`config.mk`:
```
export PLATFORM = sky130hd
export DESIGN_NAME = red_pitaya_daisy_rx_align
export DESIGN_NICKNAME = d
export VERILOG_FILES = /design/src/rtl/daisy_pkg.sv /design/src/rtl/red_pitaya_daisy_word_asm.sv /design/src/rtl/red_pitaya_daisy_rx_align.sv
export SDC_FILE = /design/constraint.sdc
export NUM_CORES = 1
export LEC_CHECK = 0
export CAP_MARGIN = 20
export CORE_MARGIN = 3
export CORE_UTILIZATION = 35
export DETAILED_ROUTE_END_ITERATION = 8
export PLACE_DENSITY = 0.53
export SYNTH_ARGS = -nofsm -noshare
export SYNTH_HDL_FRONTEND = slang
export SYNTH_HIERARCHICAL = 1
export SYNTH_SLANG_ARGS = --single-unit
```
`constraint.sdc`:
```
create_clock -name clk_i -period 3.27 [get_ports clk_i]
set_input_delay 0.327 -clock clk_i [delete_from_list [all_inputs] [get_ports clk_i]]
set_output_delay 0.327 -clock clk_i [all_outputs]
set_load 0.01 [all_outputs]
```
`src/rtl/daisy_pkg.sv`:
```
`default_nettype none
// +--------------------------------------------------------------------------+
// | daisy_pkg                                                                |
// | Shared definitions for the daisy-chain receiver: training FSM state      |
// | encoding, default training word and error-counter width.                |
// | Revision: 1.0                                                            |
// +--------------------------------------------------------------------------+
package daisy_pkg;

  typedef enum logic [2:0] {
    ST_IDLE   = 3'd0,
    ST_WAIT   = 3'd1,
    ST_CHECK  = 3'd2,
    ST_SLIP   = 3'd3,
    ST_LOCKED = 3'd4
  } daisy_state_t;

  localparam logic [15:0] DEF_TRAIN_PAT = 16'h00FF;
  localparam int          ERR_CNT_W     = 16;

endpackage
`default_nettype wire

```
`src/rtl/red_pitaya_daisy_word_asm.sv`:
```
`default_nettype none
// +--------------------------------------------------------------------------+
// | red_pitaya_daisy_word_asm                                                |
// | Assembles SER_W-bit chunks into SER_W*CHUNKS-bit candidate words.        |
// | Ports:                                                                   |
// |   clk_i, rstn_i : clock, synchronous active-low reset                    |
// |   ser_dat_i     : raw chunk, MSB earliest                                |
// |   slip_i        : hold the phase counter for one cycle (chunk slip)      |
// |   strobe_o      : high when the current chunk completes a word           |
// |   cand_o        : {oldest chunk, ..., current chunk}                     |
// | Requires CHUNKS >= 2.                                                    |
// | Revision: 1.0                                                            |
// +--------------------------------------------------------------------------+
module red_pitaya_daisy_word_asm #(
  parameter int SER_W  = 4,
  parameter int CHUNKS = 4
) (
  input  logic                      clk_i,
  input  logic                      rstn_i,
  input  logic [SER_W-1:0]          ser_dat_i,
  input  logic                      slip_i,
  output logic                      strobe_o,
  output logic [SER_W*CHUNKS-1:0]   cand_o
);

  localparam int WORD_W = SER_W * CHUNKS;
  localparam int HIST_W = WORD_W - SER_W;
  localparam int PH_W   = (CHUNKS > 1) ? $clog2(CHUNKS) : 1;

  logic [HIST_W-1:0] hist;
  logic [PH_W-1:0]   ph;
  logic              ph_last;

  assign ph_last  = (ph == PH_W'(CHUNKS - 1));
  assign strobe_o = ph_last;
  // The current chunk is included combinationally so the word is judged in
  // the same cycle its last chunk arrives.
  assign cand_o   = {hist, ser_dat_i};

  always_ff @(posedge clk_i) begin
    if (!rstn_i) begin
      hist <= '0;
      ph   <= '0;
    end else begin
      hist <= cand_o[HIST_W-1:0];
      // Holding ph delays every later strobe by one chunk.
      if (!slip_i) begin
        ph <= ph_last ? '0 : ph + 1'b1;
      end
    end
  end

endmodule
`default_nettype wire

```
`src/rtl/red_pitaya_daisy_rx_align.sv`:
```
`default_nettype none
// +--------------------------------------------------------------------------+
// | red_pitaya_daisy_rx_align                                                |
// | Word alignment and link training for the daisy-chain receiver.          |
// | Ports:                                                                   |
// |   clk_i, rstn_i  : parallel clock, synchronous active-low reset          |
// |   ser_dat_i      : raw ISERDES chunk                                     |
// |   bitslip_o      : one-cycle bitslip request to the ISERDES              |
// |   cfg_train_i    : training enable                                       |
// |   sync_mode_i    : bypass, raw chunk forwarded every cycle               |
// |   cfg_trained_o  : link locked                                           |
// |   cfg_fail_o     : sticky, every alignment tried without lock            |
// |   cfg_err_cnt_o  : saturating mismatch count while locked and training   |
// |   par_dv_o/par_dat_o : aligned word output                               |
// | Revision: 1.0                                                            |
// +--------------------------------------------------------------------------+
module red_pitaya_daisy_rx_align
  import daisy_pkg::*;
#(
  parameter int                      SER_W     = 4,
  parameter int                      CHUNKS    = 4,
  parameter logic [SER_W*CHUNKS-1:0] TRAIN_PAT = DEF_TRAIN_PAT,
  parameter int                      SLIP_WAIT = 8,
  parameter int                      LOCK_CNT  = 4,
  parameter int                      LOSS_CNT  = 4
) (
  input  logic                      clk_i,
  input  logic                      rstn_i,
  input  logic [SER_W-1:0]          ser_dat_i,
  output logic                      bitslip_o,
  input  logic                      cfg_train_i,
  input  logic                      sync_mode_i,
  output logic                      cfg_trained_o,
  output logic                      cfg_fail_o,
  output logic [ERR_CNT_W-1:0]      cfg_err_cnt_o,
  output logic                      par_dv_o,
  output logic [SER_W*CHUNKS-1:0]   par_dat_o
);

  localparam int WORD_W   = SER_W * CHUNKS;
  localparam int ATTEMPTS = SER_W * CHUNKS;
  localparam int BC_W     = (SER_W > 1) ? $clog2(SER_W) : 1;
  localparam int AT_W     = (ATTEMPTS > 1) ? $clog2(ATTEMPTS) : 1;
  localparam int MC_W     = $clog2(LOCK_CNT + 1);
  localparam int LC_W     = $clog2(LOSS_CNT + 1);

  daisy_state_t      state;
  logic [7:0]        wait_cnt;
  logic [BC_W-1:0]   bit_cnt;
  logic [MC_W-1:0]   match_cnt;
  logic [LC_W-1:0]   loss_cnt;
  logic [AT_W-1:0]   attempt;

  logic              strobe;
  logic [WORD_W-1:0] cand;
  logic              cand_ok;
  logic              chunk_slip;
  logic              abort;

  // Every SER_W-th bitslip the ISERDES has rotated through a whole chunk,
  // so the word boundary is moved by one chunk instead.
  assign chunk_slip = (state == ST_SLIP) && cfg_train_i &&
                      (bit_cnt == BC_W'(SER_W - 1));
  assign cand_ok    = (cand == TRAIN_PAT);
  // Dropping training during the search wins over anything else that cycle.
  assign abort      = !cfg_train_i &&
                      ((state == ST_WAIT) || (state == ST_CHECK) || (state == ST_SLIP));

  red_pitaya_daisy_word_asm #(
    .SER_W  (SER_W),
    .CHUNKS (CHUNKS)
  ) u_word_asm (
    .clk_i     (clk_i),
    .rstn_i    (rstn_i),
    .ser_dat_i (ser_dat_i),
    .slip_i    (chunk_slip),
    .strobe_o  (strobe),
    .cand_o    (cand)
  );

  always_ff @(posedge clk_i) begin
    if (!rstn_i) begin
      state         <= ST_IDLE;
      wait_cnt      <= '0;
      bit_cnt       <= '0;
      match_cnt     <= '0;
      loss_cnt      <= '0;
      attempt       <= '0;
      bitslip_o     <= 1'b0;
      cfg_trained_o <= 1'b0;
      cfg_fail_o    <= 1'b0;
      cfg_err_cnt_o <= '0;
      par_dv_o      <= 1'b0;
      par_dat_o     <= '0;
    end else begin
      bitslip_o <= 1'b0;
      if (!cfg_train_i) begin
        cfg_fail_o <= 1'b0;
      end

      // Output path: bypass overrides aligned delivery.
      if (sync_mode_i) begin
        par_dv_o  <= 1'b1;
        par_dat_o <= WORD_W'(ser_dat_i);
      end else if ((state == ST_LOCKED) && !cfg_train_i && strobe) begin
        par_dv_o  <= 1'b1;
        par_dat_o <= cand;
      end else begin
        par_dv_o  <= 1'b0;
      end

      if (abort) begin
        state     <= ST_IDLE;
        wait_cnt  <= '0;
        bit_cnt   <= '0;
        match_cnt <= '0;
        attempt   <= '0;
      end else begin
        case (state)
          ST_IDLE: begin
            bit_cnt   <= '0;
            match_cnt <= '0;
            attempt   <= '0;
            if (cfg_train_i) begin
              state <= ST_WAIT;
            end
          end

          ST_WAIT: begin
            if (wait_cnt == 8'(SLIP_WAIT - 1)) begin
              wait_cnt <= '0;
              state    <= ST_CHECK;
            end else begin
              wait_cnt <= wait_cnt + 1'b1;
            end
          end

          ST_CHECK: begin
            if (strobe) begin
              if (cand_ok) begin
                if (match_cnt == MC_W'(LOCK_CNT - 1)) begin
                  match_cnt     <= '0;
                  loss_cnt      <= '0;
                  cfg_trained_o <= 1'b1;
                  state         <= ST_LOCKED;
                end else begin
                  match_cnt <= match_cnt + 1'b1;
                end
              end else begin
                match_cnt <= '0;
                state     <= ST_SLIP;
              end
            end
          end

          ST_SLIP: begin
            bitslip_o <= 1'b1;
            bit_cnt   <= (bit_cnt == BC_W'(SER_W - 1)) ? '0 : bit_cnt + 1'b1;
            if (attempt == AT_W'(ATTEMPTS - 1)) begin
              attempt    <= '0;
              cfg_fail_o <= 1'b1;
            end else begin
              attempt <= attempt + 1'b1;
            end
            state <= ST_WAIT;
          end

          ST_LOCKED: begin
            if (cfg_train_i && strobe) begin
              if (cand_ok) begin
                loss_cnt <= '0;
              end else begin
                if (cfg_err_cnt_o != '1) begin
                  cfg_err_cnt_o <= cfg_err_cnt_o + 1'b1;
                end
                if (loss_cnt == LC_W'(LOSS_CNT - 1)) begin
                  loss_cnt      <= '0;
                  cfg_trained_o <= 1'b0;
                  state         <= ST_SLIP;
                end else begin
                  loss_cnt <= loss_cnt + 1'b1;
                end
              end
            end
          end

          default: state <= ST_IDLE;
        endcase
      end
    end
  end

endmodule
`default_nettype wire
```
==> results.py <==
metrics = {
    "run_status": {
        "outcome": "completed",
    },
    "synthesis": {
        "synthesis.nets": 387,
        "ys_types": 46,
        "synth_cells": 372,
        "synthFlopType": "dfxtp_1",
        "ys_warn_count": 6,
        "synth.yosys.seq_area_share_pct": 44.3,
        "synth_seq_cells": 73,
        "netlist_area_um2": 3300,
        "synth_edf_count": 0,
        "async_flop_share_pct": 0,
        "syn_avg_cell_area_um2": 8.87,
    },
    "layout": {
        "syn2layout_area_growth_pct": 23.0,
        "layout-drive-gt1-share_pct": 6.97,
        "fillCellCount": 893,
        "nets": 426,
        "n_antenna_cell": 0,
    },
    "grt": {
        "grt_pass1_wl_um": 12700,
        "antenna_found_initial": 0,
        "grt_max_degree": 28,
        "overflow": 0,
        "grtUsageTotal_pct": 15.2,
        "grt_pass1_vias": 2560,
    },
    "route": {
        "routedWlPerCell_um": 14.2,
        "drt-total-wl_um": 7420,
        "drt-pass1-iter-count": 4,
        "vias": 2757,
        "routed_via_density": 5.26,
        "drt-initial-drc-count": 138,
        "antenna_left": 0,
        "drc": 0,
    },
    "hold_path": {
        "whs_path_depth": 2,
        "hp-start": "loss_cnt[2]",
        "hp-class": "flop to flop",
        "min_to": "loss_cnt[2]",
    },
    "cts": {
        "cts_sinks": 73,
        "tritoncts": "done",
        "ctsResizeCount": 0,
        "cts.htree.levels": 3,
        "cts.clk_slew.worst_paths_ns": 0.08,
        "clock_path_buffers": 2,
        "numCtsBuffers": 9,
        "root_buffer": "clkbuf_8",
        "post-cts-setup-buffer-count": 0,
        "cts.hold.buffers_added": 0,
        "clkLatencyLatePin_ns": 0.35,
    },
    "worst_setup_path": {
        "crit_fanout": 11,
        "critical_path_class": "flop to flop",
        "cp_data_required_time_ns": 3.50,
        "r2r_cells": 6,
        "timing.rr.end": "cfg_err_cnt_o[2]",
        "arrival_ns": 2.67,
        "endpoint_kind": "flop",
        "rrSetupSlack_ns": 0.84,
        "timing.rr.start": "cfg_err_cnt_o[0]",
        "cp-start-kind": "flop",
        "cp-startpoint": "cfg_err_cnt_o[0]",
    },
    "sta": {
        "post-route-period-util_pct": 74.5,
        "whs_ns": 0.439,
        "worstMarginPinSlew_ns": 0.852,
        "layout_min_cycle_time_ns": 2.43,
        "maxClockFrequency_mhz": 411,
        "slew_headroom_pct": 43.2,
        "fin_skew_ns": 0.0119,
        "rsz0062_at_grt": "no",
        "finalMaxSlewViolations": 0,
        "setup_viol": 0,
        "finalSetupTns_ns": 0,
        "hold_violations": 0,
    },
    "power_and_ir_drop": {
        "power_mw": 2.03,
        "ir_worst_vdd_mv": 0.242,
        "power_density_nw_per_um2": 501,
        "leakage_nw": 1.49,
    },
    "floorplan": {
        "die_x_um": 103,
        "ios": 44,
        "std_cell_rows": 34,
        "dieArea_um2": 10600,
        "coreArea_um2": 8930,
        "dieHeight_um": 103,
        "initial_core_util_pct": 36.9,
    },
    "placed_design": {
        "port_buffers": 43,
        "dp_hpwl_um": 5130,
        "gp_congestion": 0.798,
    },
    "flow_run": {
        "maxCapViolations": 0,
    },
}
[cell type report]
class / count / area (um2) / area share [%]
tap: 108 / 135 / 3.33
clock buffer: 9 / 124 / 3.05
sequential: 73 / 1460 / 36.0
clock inverter: 7 / 125 / 3.08
multi-input combinational: 270 / 1710 / 42.1
timing repair buffer: 49 / 475 / 11.7
inverter: 8 / 30.0 / 0.740
[how the worst max path moves through the flow]
| stage | slack, ns | cells past startpoint | endpoint |
|---|---|---|---|
| finish | 0.84 | 6 | cfg_err_cnt_o[2] |
| global route | 0.67 | 6 | cfg_err_cnt_o[2] |
| CTS | 0.82 | 6 | cfg_err_cnt_o[2] |
| detailed placement | 0.52 | 6 | cfg_err_cnt_o[12] |
| global placement | 0.56 | 6 | cfg_err_cnt_o[3] |
| floorplan | 1.28 | 6 | cfg_err_cnt_o[14] |
[power by group]
| group | internal [mW] | switching [mW] |
|---|---|---|
| logic | 0.0817 | 0.143 |
| clock network | 0.515 | 0.366 |
| registers | 0.913 | 0.0165 |
| total | 1.51 | 0.525 |
[logic make-up after synthesis]
| family | Yosys count | synth area share, % |
|---|---|---|
| xor+xnor | 6 | 1.59 |
| mux | 26 | 7.89 |
| compound gates | 71 | 13.1 |
| fa+ha+maj | 7 | 2.65 |
| flops | 73 | 44.3 |
| buf+inv | 29 | 4.13 |
| simple gates | 160 | 26.3 |
[sequential cells by signal, summed over array words and instances (netlist names)]
name,count
cfg_err_cnt_o,16
par_dat_o,16
u_word_asm/hist,12
wait_cnt,8
attempt,4
loss_cnt,3
match_cnt,3
state,3
bit_cnt,2
u_word_asm/ph,2
bitslip_o,1
cfg_fail_o,1
cfg_trained_o,1
par_dv_o,1
[stage by stage]
stage                     instances  area [um2]  util (%)  setup WS [ns]
after floorplan                 372        3300         -           1.28
after global placement          508        3810      42.6          0.559
after detailed placement        508        3810      42.6          0.519
after CTS                       524        4060      45.4          0.823
after global routing            524        4060      45.4          0.666
final                           524        4060      45.4          0.835
[cell usage after synthesis (all sizes together), types with 4 or more instances]
| master | instances | area [um2] |
|---|---|---|
| mux2i | 26 | 260 |
| inv | 7 | 26.3 |
| nor2b | 4 | 25.0 |
| or3 | 8 | 50.1 |
| ha | 7 | 87.6 |
| a21oi | 27 | 135 |
| a22oi | 4 | 30.0 |
| buf | 9 | 61.3 |
| clkbuf | 12 | 45.0 |
| nand4 | 7 | 43.8 |
| nand2 | 27 | 101 |
| xor2 | 5 | 43.8 |
| nand3 | 13 | 65.1 |
| o21ai | 13 | 65.1 |
| nor3 | 4 | 20.0 |
| a31oi | 4 | 25.0 |
| nor4b | 4 | 41.3 |
| nor2 | 44 | 165 |
| nand2b | 10 | 62.6 |
| nor3b | 4 | 30.0 |
| and2 | 13 | 81.3 |
| a211oi | 4 | 30.0 |
| o31ai | 10 | 75.1 |
| dfxtp | 73 | 1460 |
| or4 | 6 | 45.0 |
[worst max-delay path, stage by stage, from the launching register on]
cell and delay (ns):
dfxtp_1 0.41, ha_1 0.21, nand4_1 0.24, or3_1 0.56, nor2_1 0.60, nor3b_1 0.14
mux2i_1 0.16
[cells in the final DEF (no fill, tap or decap), types with 2 or more instances in the layout]
cell,n
nand3_1,13
bufinv_16,3
nor3b_1,4
and2_1,13
nand4_1,7
buf_4,6
inv_1,7
nor2b_1,4
nor2_1,44
a31oi_1,4
o2111ai_1,3
a211oi_1,4
o21ai_0,12
nor3_1,4
mux2i_1,26
clkdlybuf4s50_1,43
a22oi_1,4
o211ai_1,3
nor4b_1,3
nand2b_1,10
a21oi_1,27
ha_1,7
or3b_2,2
and3_1,3
xor2_1,5
clkinv_4,2
or3_1,8
dfxtp_1,73
nand2_1,27
or4_1,6
clkbuf_8,9
o31ai_1,9
inv_6,2
nand4b_1,3
nor4_2,2
[layer usage]
| metal | global-route usage [%] | vias up | routed length (um) |
|---|---|---|---|
| li1 | - | 1408 | - |
| met3 | 4.19 | 8 | 363 |
| met2 | 22.7 | 73 | 3210 |
| met1 | 20.9 | 1268 | 3750 |
| met5 | 0 | - | 0 |
| met4 | 5.68 | 0 | 94 |
(Power assumes the default switching activity.)
